[src/rtl/csr_trap_sequencer.sv]
// Owns the machine-mode CSR port: sequences ecall (7 cycles) and mret (5 cycles) side effects and emits a PC redirect.
// Instruction CSR requests pass through only in IDLE with no trap pending; otherwise gnt=0 and busy stalls the core.
module csr_trap_sequencer #(
  parameter logic [31:0] MCAUSE_ECALL = 32'd11
) (
  input  logic        clk,
  input  logic        rst,
  input  logic        ecall_valid,
  input  logic        mret_valid,
  input  logic [31:0] trap_pc,
  input  logic [11:0] csr_req_addr,
  input  logic [1:0]  csr_req_wen,
  input  logic [31:0] csr_req_wdata,
  output logic        csr_req_gnt,
  output logic [31:0] csr_req_rdata,
  output logic [11:0] csr_addr,
  output logic [1:0]  csr_wen,
  output logic [31:0] csr_wdata,
  input  logic [31:0] csr_rdata,
  output logic        busy,
  output logic        redirect_valid,
  output logic [31:0] redirect_pc
);

  localparam logic [11:0] ADDR_MSTATUS = 12'h300;
  localparam logic [11:0] ADDR_MTVEC   = 12'h305;
  localparam logic [11:0] ADDR_MEPC    = 12'h341;
  localparam logic [11:0] ADDR_MCAUSE  = 12'h342;
  localparam logic [1:0]  WEN_NONE     = 2'b00;
  localparam logic [1:0]  WEN_WRITE    = 2'b01;

  typedef enum logic [3:0] {
    IDLE, EC_EPC, EC_CAUSE, EC_RSTAT, EC_WSTAT, EC_TVEC,
    MR_RSTAT, MR_WSTAT, MR_EPC, REDIR
  } state_t;

  state_t      state;
  logic [31:0] tmp;
  logic [31:0] epc_q;

  always_ff @(posedge clk) begin
    if (rst) begin
      state          <= IDLE;
      redirect_valid <= 1'b0;
      redirect_pc    <= 32'h0;
      tmp            <= 32'h0;
      epc_q          <= 32'h0;
    end else begin
      redirect_valid <= 1'b0;
      case (state)
        IDLE: begin
          if (ecall_valid) begin
            epc_q <= trap_pc;
            state <= EC_EPC;
          end else if (mret_valid) begin
            state <= MR_RSTAT;
          end
        end
        EC_EPC:   state <= EC_CAUSE;
        EC_CAUSE: state <= EC_RSTAT;
        EC_RSTAT: begin
          tmp   <= csr_rdata;
          state <= EC_WSTAT;
        end
        EC_WSTAT: state <= EC_TVEC;
        EC_TVEC: begin
          // Only direct mode is supported, so the mode bits are simply dropped.
          redirect_pc    <= {csr_rdata[31:2], 2'b00};
          redirect_valid <= 1'b1;
          state          <= REDIR;
        end
        MR_RSTAT: begin
          tmp   <= csr_rdata;
          state <= MR_WSTAT;
        end
        MR_WSTAT: state <= MR_EPC;
        MR_EPC: begin
          redirect_pc    <= csr_rdata;
          redirect_valid <= 1'b1;
          state          <= REDIR;
        end
        REDIR:   state <= IDLE;
        default: state <= IDLE;
      endcase
    end
  end

  // The port is quiet while rst is high so an aborted sequence cannot land a write.
  always_comb begin
    csr_addr    = 12'h0;
    csr_wen     = WEN_NONE;
    csr_wdata   = 32'h0;
    csr_req_gnt = 1'b0;
    if (!rst) begin
      case (state)
        IDLE: begin
          if (!ecall_valid && !mret_valid) begin
            csr_req_gnt = 1'b1;
            csr_addr    = csr_req_addr;
            csr_wen     = csr_req_wen;
            csr_wdata   = csr_req_wdata;
          end
        end
        EC_EPC: begin
          csr_addr  = ADDR_MEPC;
          csr_wen   = WEN_WRITE;
          csr_wdata = epc_q;
        end
        EC_CAUSE: begin
          csr_addr  = ADDR_MCAUSE;
          csr_wen   = WEN_WRITE;
          csr_wdata = MCAUSE_ECALL;
        end
        EC_RSTAT, MR_RSTAT: csr_addr = ADDR_MSTATUS;
        EC_WSTAT: begin
          csr_addr         = ADDR_MSTATUS;
          csr_wen          = WEN_WRITE;
          csr_wdata        = tmp;
          csr_wdata[7]     = tmp[3];
          csr_wdata[3]     = 1'b0;
          csr_wdata[12:11] = 2'b11;
        end
        MR_WSTAT: begin
          csr_addr         = ADDR_MSTATUS;
          csr_wen          = WEN_WRITE;
          csr_wdata        = tmp;
          csr_wdata[3]     = tmp[7];
          csr_wdata[7]     = 1'b1;
          csr_wdata[12:11] = 2'b11;
        end
        EC_TVEC: csr_addr = ADDR_MTVEC;
        MR_EPC:  csr_addr = ADDR_MEPC;
        default: ;
      endcase
    end
  end

  assign csr_req_rdata = csr_rdata;
  assign busy          = (state != IDLE) | ecall_valid | mret_valid;

endmodule

[config.mk]
export PLATFORM = sky130hd
export DESIGN_NAME = csr_trap_sequencer
export DESIGN_NICKNAME = d
export VERILOG_FILES = /design/src/rtl/csr_trap_sequencer.sv
export SDC_FILE = /design/constraint.sdc
export NUM_CORES = 1
export LEC_CHECK = 0
export CORE_ASPECT_RATIO = 0.7
export CORE_MARGIN = 2
export CORE_UTILIZATION = 45
export CTS_CLUSTER_DIAMETER = 150
export DETAILED_ROUTE_END_ITERATION = 12
export MAX_ROUTING_LAYER = met4
export PLACE_DENSITY = 0.94
export SYNTH_ARGS = -nofsm -noshare
export SYNTH_HDL_FRONTEND = slang
export SYNTH_SLANG_ARGS = --single-unit
export TNS_END_PERCENT = 50
[constraint.sdc]
create_clock -name clk -period 2.58 [get_ports clk]
set_input_delay 0.645 -clock clk [delete_from_list [all_inputs] [get_ports clk]]
set_output_delay 0.645 -clock clk [all_outputs]
set_load 0.01 [all_outputs]
==> summary.txt <==
========================================================================================
Count of routing violations after the opening detailed-route iteration ....          414
Core ar. .................................................................. 10,400 sq um
Routed wire length ........................................................ 19,200 microns
Width of the die ..........................................................  128 microns
Final-report max-slew violation count .....................................            0
Hold EP ...................................................................    epc_q[20]
Dominant cell type by count on the critical path .......................... sky130_fd_sc_hd__buf_4
Met3 track demand over resource ...........................................       0.0790
Area of the mapped netlist ................................................   4870 sq um
Leakage dissipation .......................................................      2.91 nW
Beginning of the worst register-to-register path ..........................     state[2]
Ports .....................................................................          227
Setup WS post-layout ......................................................     -36.5 ps
Syn_nets ..................................................................          776
Busiest metal layer after global routing ..................................         met2
Sinks on Clock Net ........................................................           99
Cell class contributing the biggest share of worst-path delay ............. buffers and inverters
Via-to-Cell Ratio .........................................................         5.67
Net count of the finished layout ..........................................          996
Max stage delay on crit path ..............................................       350 ps
Clock Tree Root ........................................................... sky130_fd_sc_hd__clkbuf_16
P_int .....................................................................      4.31 mW
Slew headroom .............................................................        0.300
Highest net fanout along the worst path ...................................           11
Vias in the first global route ............................................        5,273
Most common cell after layout, fill and taps aside ........................ sky130_fd_sc_hd__nand2_1
Share of flip-flops with an asynchronous set or reset .....................            0
RSZ-0062 raised after global routing ......................................         true
Critical Path RT ..........................................................      1930 ps
Total half-perimeter wirelength after legalization and detailed placement . 12,700 microns
Synthesized netlist cell count ............................................          662
Worst Hold Launch .........................................................    epc_q[20]
Worst endpoint data arrival time ..........................................      1970 ps
Post-route fraction of the period consumed by the critical path ...........         1.01
GRT Util Overall ..........................................................        0.303
Cells on worst reg2reg path ...............................................            6
Clk pin slew, worst setup/hold paths ......................................        70 ps
Worst hold-check slack ....................................................       454 ps
Nature of the critical path endpoint ...................................... primary output
Num CTS Buffers ...........................................................            9
Clock tree from TritonCTS .................................................        built
End of the worst register-to-register path ................................ redirect_pc[0]
Class of the tightest hold or removal check ...............................      reg2reg
Vias ......................................................................        5,777
Final standard cell area without fillers ..................................   7820 sq um
Antenna diode count .......................................................            0
Met2 Track Usage GR .......................................................        0.508
Synthesized area divided by synthesized cell count ........................   7.36 sq um
Reg2reg setup slack .......................................................       440 ps
Cell Pwr Density ..........................................................  915 nW/um^2
Count of buffering cells on the critical path with inverters included .....            4
Warning count from the yosys run ..........................................            0
CP Class ..................................................................      reg2out
Setup violators final .....................................................            2
Number of library cell types mapped by synthesis ..........................           41
Outcome ................................................................... finished with violations
Post-synthesis sequential area ratio ......................................        0.407
Number of violations of the max-capacitance limit .........................            0
Count of H-tree levels built during CTS ...................................            3
Effective utilization at floorplan ........................................        0.467
Timing-limited maximum frequency ..........................................      382 MHz
Critical Path Slowest Stage Cell .......................................... sky130_fd_sc_hd__dfxtp_4
Worst Setup Start Kind ....................................................     register
Placed inst area ..........................................................   7150 sq um
Utilization after layout ..................................................        0.749
Pin count of the biggest net entering global routing ......................           74
Net Switching .............................................................      2.85 mW
DRC errors left ...........................................................            0
Post-synthesis register bit count .........................................           99
Final GP Congestion .......................................................        0.917
Antenna violations before repair ..........................................            0
Post-route clock skew .....................................................      7.43 ps
Average wire length per cell after detail routing ......................... 18.8 microns
Gate power share ..........................................................        0.536
Sw frac ...................................................................        0.398
Wire length of the first global-routing pass .............................. 27,000 microns
Highest-count cells in the layout ignoring fill and taps .................. sky130_fd_sc_hd__nand2_1 (220), sky130_fd_sc_hd__clkdlybuf4s50_1 (175), sky130_fd_sc_hd__a21oi_1 (121), sky130_fd_sc_hd__dfxtp_1 (95), sky130_fd_sc_hd__buf_4 (46)
DIE AREA .................................................................. 11,700 sq um
Area Overhead vs Synth ....................................................        60.4%
Final Hold Viols ..........................................................            0
Hold Crit Depth ...........................................................            2
Overflow left after global routing ........................................            0
Cell breakdown of the critical path ....................................... buf_6, and2_4, a21boi_1, nand2_1, buf_4, buf_4, a21oi_1, buf_2
Main flop type after synthesis ............................................ sky130_fd_sc_hd__dfxtp_1
Layout fillers ............................................................          761
Number of placement rows ..................................................           31
Share of total power in the clock network .................................        0.180
Global routing met1 resource utilization ..................................        0.338
Number of port buffers ....................................................          226
Measured slew at the worst slew-check pin .................................      1050 ps
DIE HEIGHT ................................................................ 91.1 microns
Maximum buffer depth of the clock tree ....................................            2
Share of power burned in registers ........................................        0.284
First-pass detailed-route iteration total .................................            5
Final period demand of the worst path .....................................      2620 ps
Layout cell share with drive strength beyond 1 ............................        0.196
Count of flip-flops with a built-in enable after synthesis ................            0
Latest clock arrival within the worst-skew pair ...........................       350 ps
Antenna Violating Nets Remaining ..........................................            0
Worst ir drop on vdd ......................................................     0.498 mV
Violations in the final reports ........................................... negative setup slack
========================================================================================
## synth_stat cells, drive strengths merged, types with 4 or more instances
cell,number,share of area
buf,62,0.086
nand2,220,0.17
dfxtp,99,0.41
a22o,21,0.038
a21oi,133,0.14
a32oi,8,0.014
inv,4,0.0031
nor2,14,0.014
clkbuf,24,0.018
o21ai,4,0.0041
a21o,4,0.0062
a22oi,21,0.032
and2,11,0.014
nand3,5,0.0051
## worst min-delay path, stage by stage (launching register included)
cell                      delay (ps)
sky130_fd_sc_hd__dfxtp_1         310
sky130_fd_sc_hd__nand2_1          50
sky130_fd_sc_hd__a21oi_1          50
## power by group through the flow
| stage | clock network (mW) | logic, mW | registers [mW] |
|---|---|---|---|
| finish | 1.29 | 3.84 | 2.03 |
| global route | 1.36 | 4.06 | 2.06 |
| CTS | 1.30 | 3.07 | 2.00 |
| detailed placement | 0 | 2.97 | 2.03 |
| global placement | 0 | 2.93 | 2.01 |
| floorplan | 0 | 1.65 | 1.99 |
## metal layers
| layer | vias to the layer above | share of wire |
|---|---|---|
| li1 | 2672 | - |
| met1 | 2698 | 0.37 |
| met2 | 345 | 0.49 |
| met3 | 62 | 0.092 |
| met4 | 0 | 0.046 |
| met5 | - | 0 |
## cells by family (layout without fill, tap and decap cells)
kind of cell    Yosys count  in the layout  synth area share
compound gates          204            204             0.256
buf+inv                  90            315             0.107
flops                    99             99             0.407
simple gates            266            266             0.225
xor+xnor                  3              3           0.00539
## registers in the layout, indices dropped and copies added, names as in the netlist
register        count
tmp                30
epc_q              32
state               4
redirect_valid      1
redirect_pc        32
## final cells by class
class / count / area [sq um] / share of cell area
Tap cell: 132 / 165 / 0.0211
Inverter: 4 / 27.5 / 0.00352
Timing Repair Buffer: 295 / 2780 / 0.355
Multi-Input combinational cell: 473 / 2570 / 0.329
Sequential cell: 99 / 1990 / 0.255
Clock inverter: 7 / 58.8 / 0.00752
Clock buffer: 9 / 225 / 0.0288
## worst max-delay path by stage
stage	from	endpoint	slack (ps)	depth (start not counted)
global route	state[2]	csr_wdata[12]	-120	9
detailed placement	ecall_valid	csr_wdata[17]	-690	7
global placement	ecall_valid	csr_wdata[17]	-670	7
floorplan	ecall_valid	csr_wdata[7]	420	6
CTS	state[2]	csr_wen[1]	-50	7
finish	state[2]	csr_wdata[12]	-40	8
## per-stage QoR
stage | setup slack [ps] | std cells | total power [mW] | TNS [ps]
3_5_place_dp | -688 | 974 | 5.00 | -26530
4_1_cts | -49.7 | 996 | 6.37 | -373
2_1_floorplan | 421 | 662 | 3.64 | 0
3_3_place_gp | -668 | 974 | 4.94 | -25770
5_1_grt | -121 | 1019 | 7.47 | -1590
6_report | -36.5 | 1019 | 7.15 | -66.4
## timing repair
action                                  CTS  global route
hold buffers                              0             0
resized for setup                       140           104
gates cloned                              0             2
endpoints found under the setup margin   48            48
setup buffers                             6            21
pin swaps                                10            26
No activity file was read; power rests on OpenSTA's default activity.
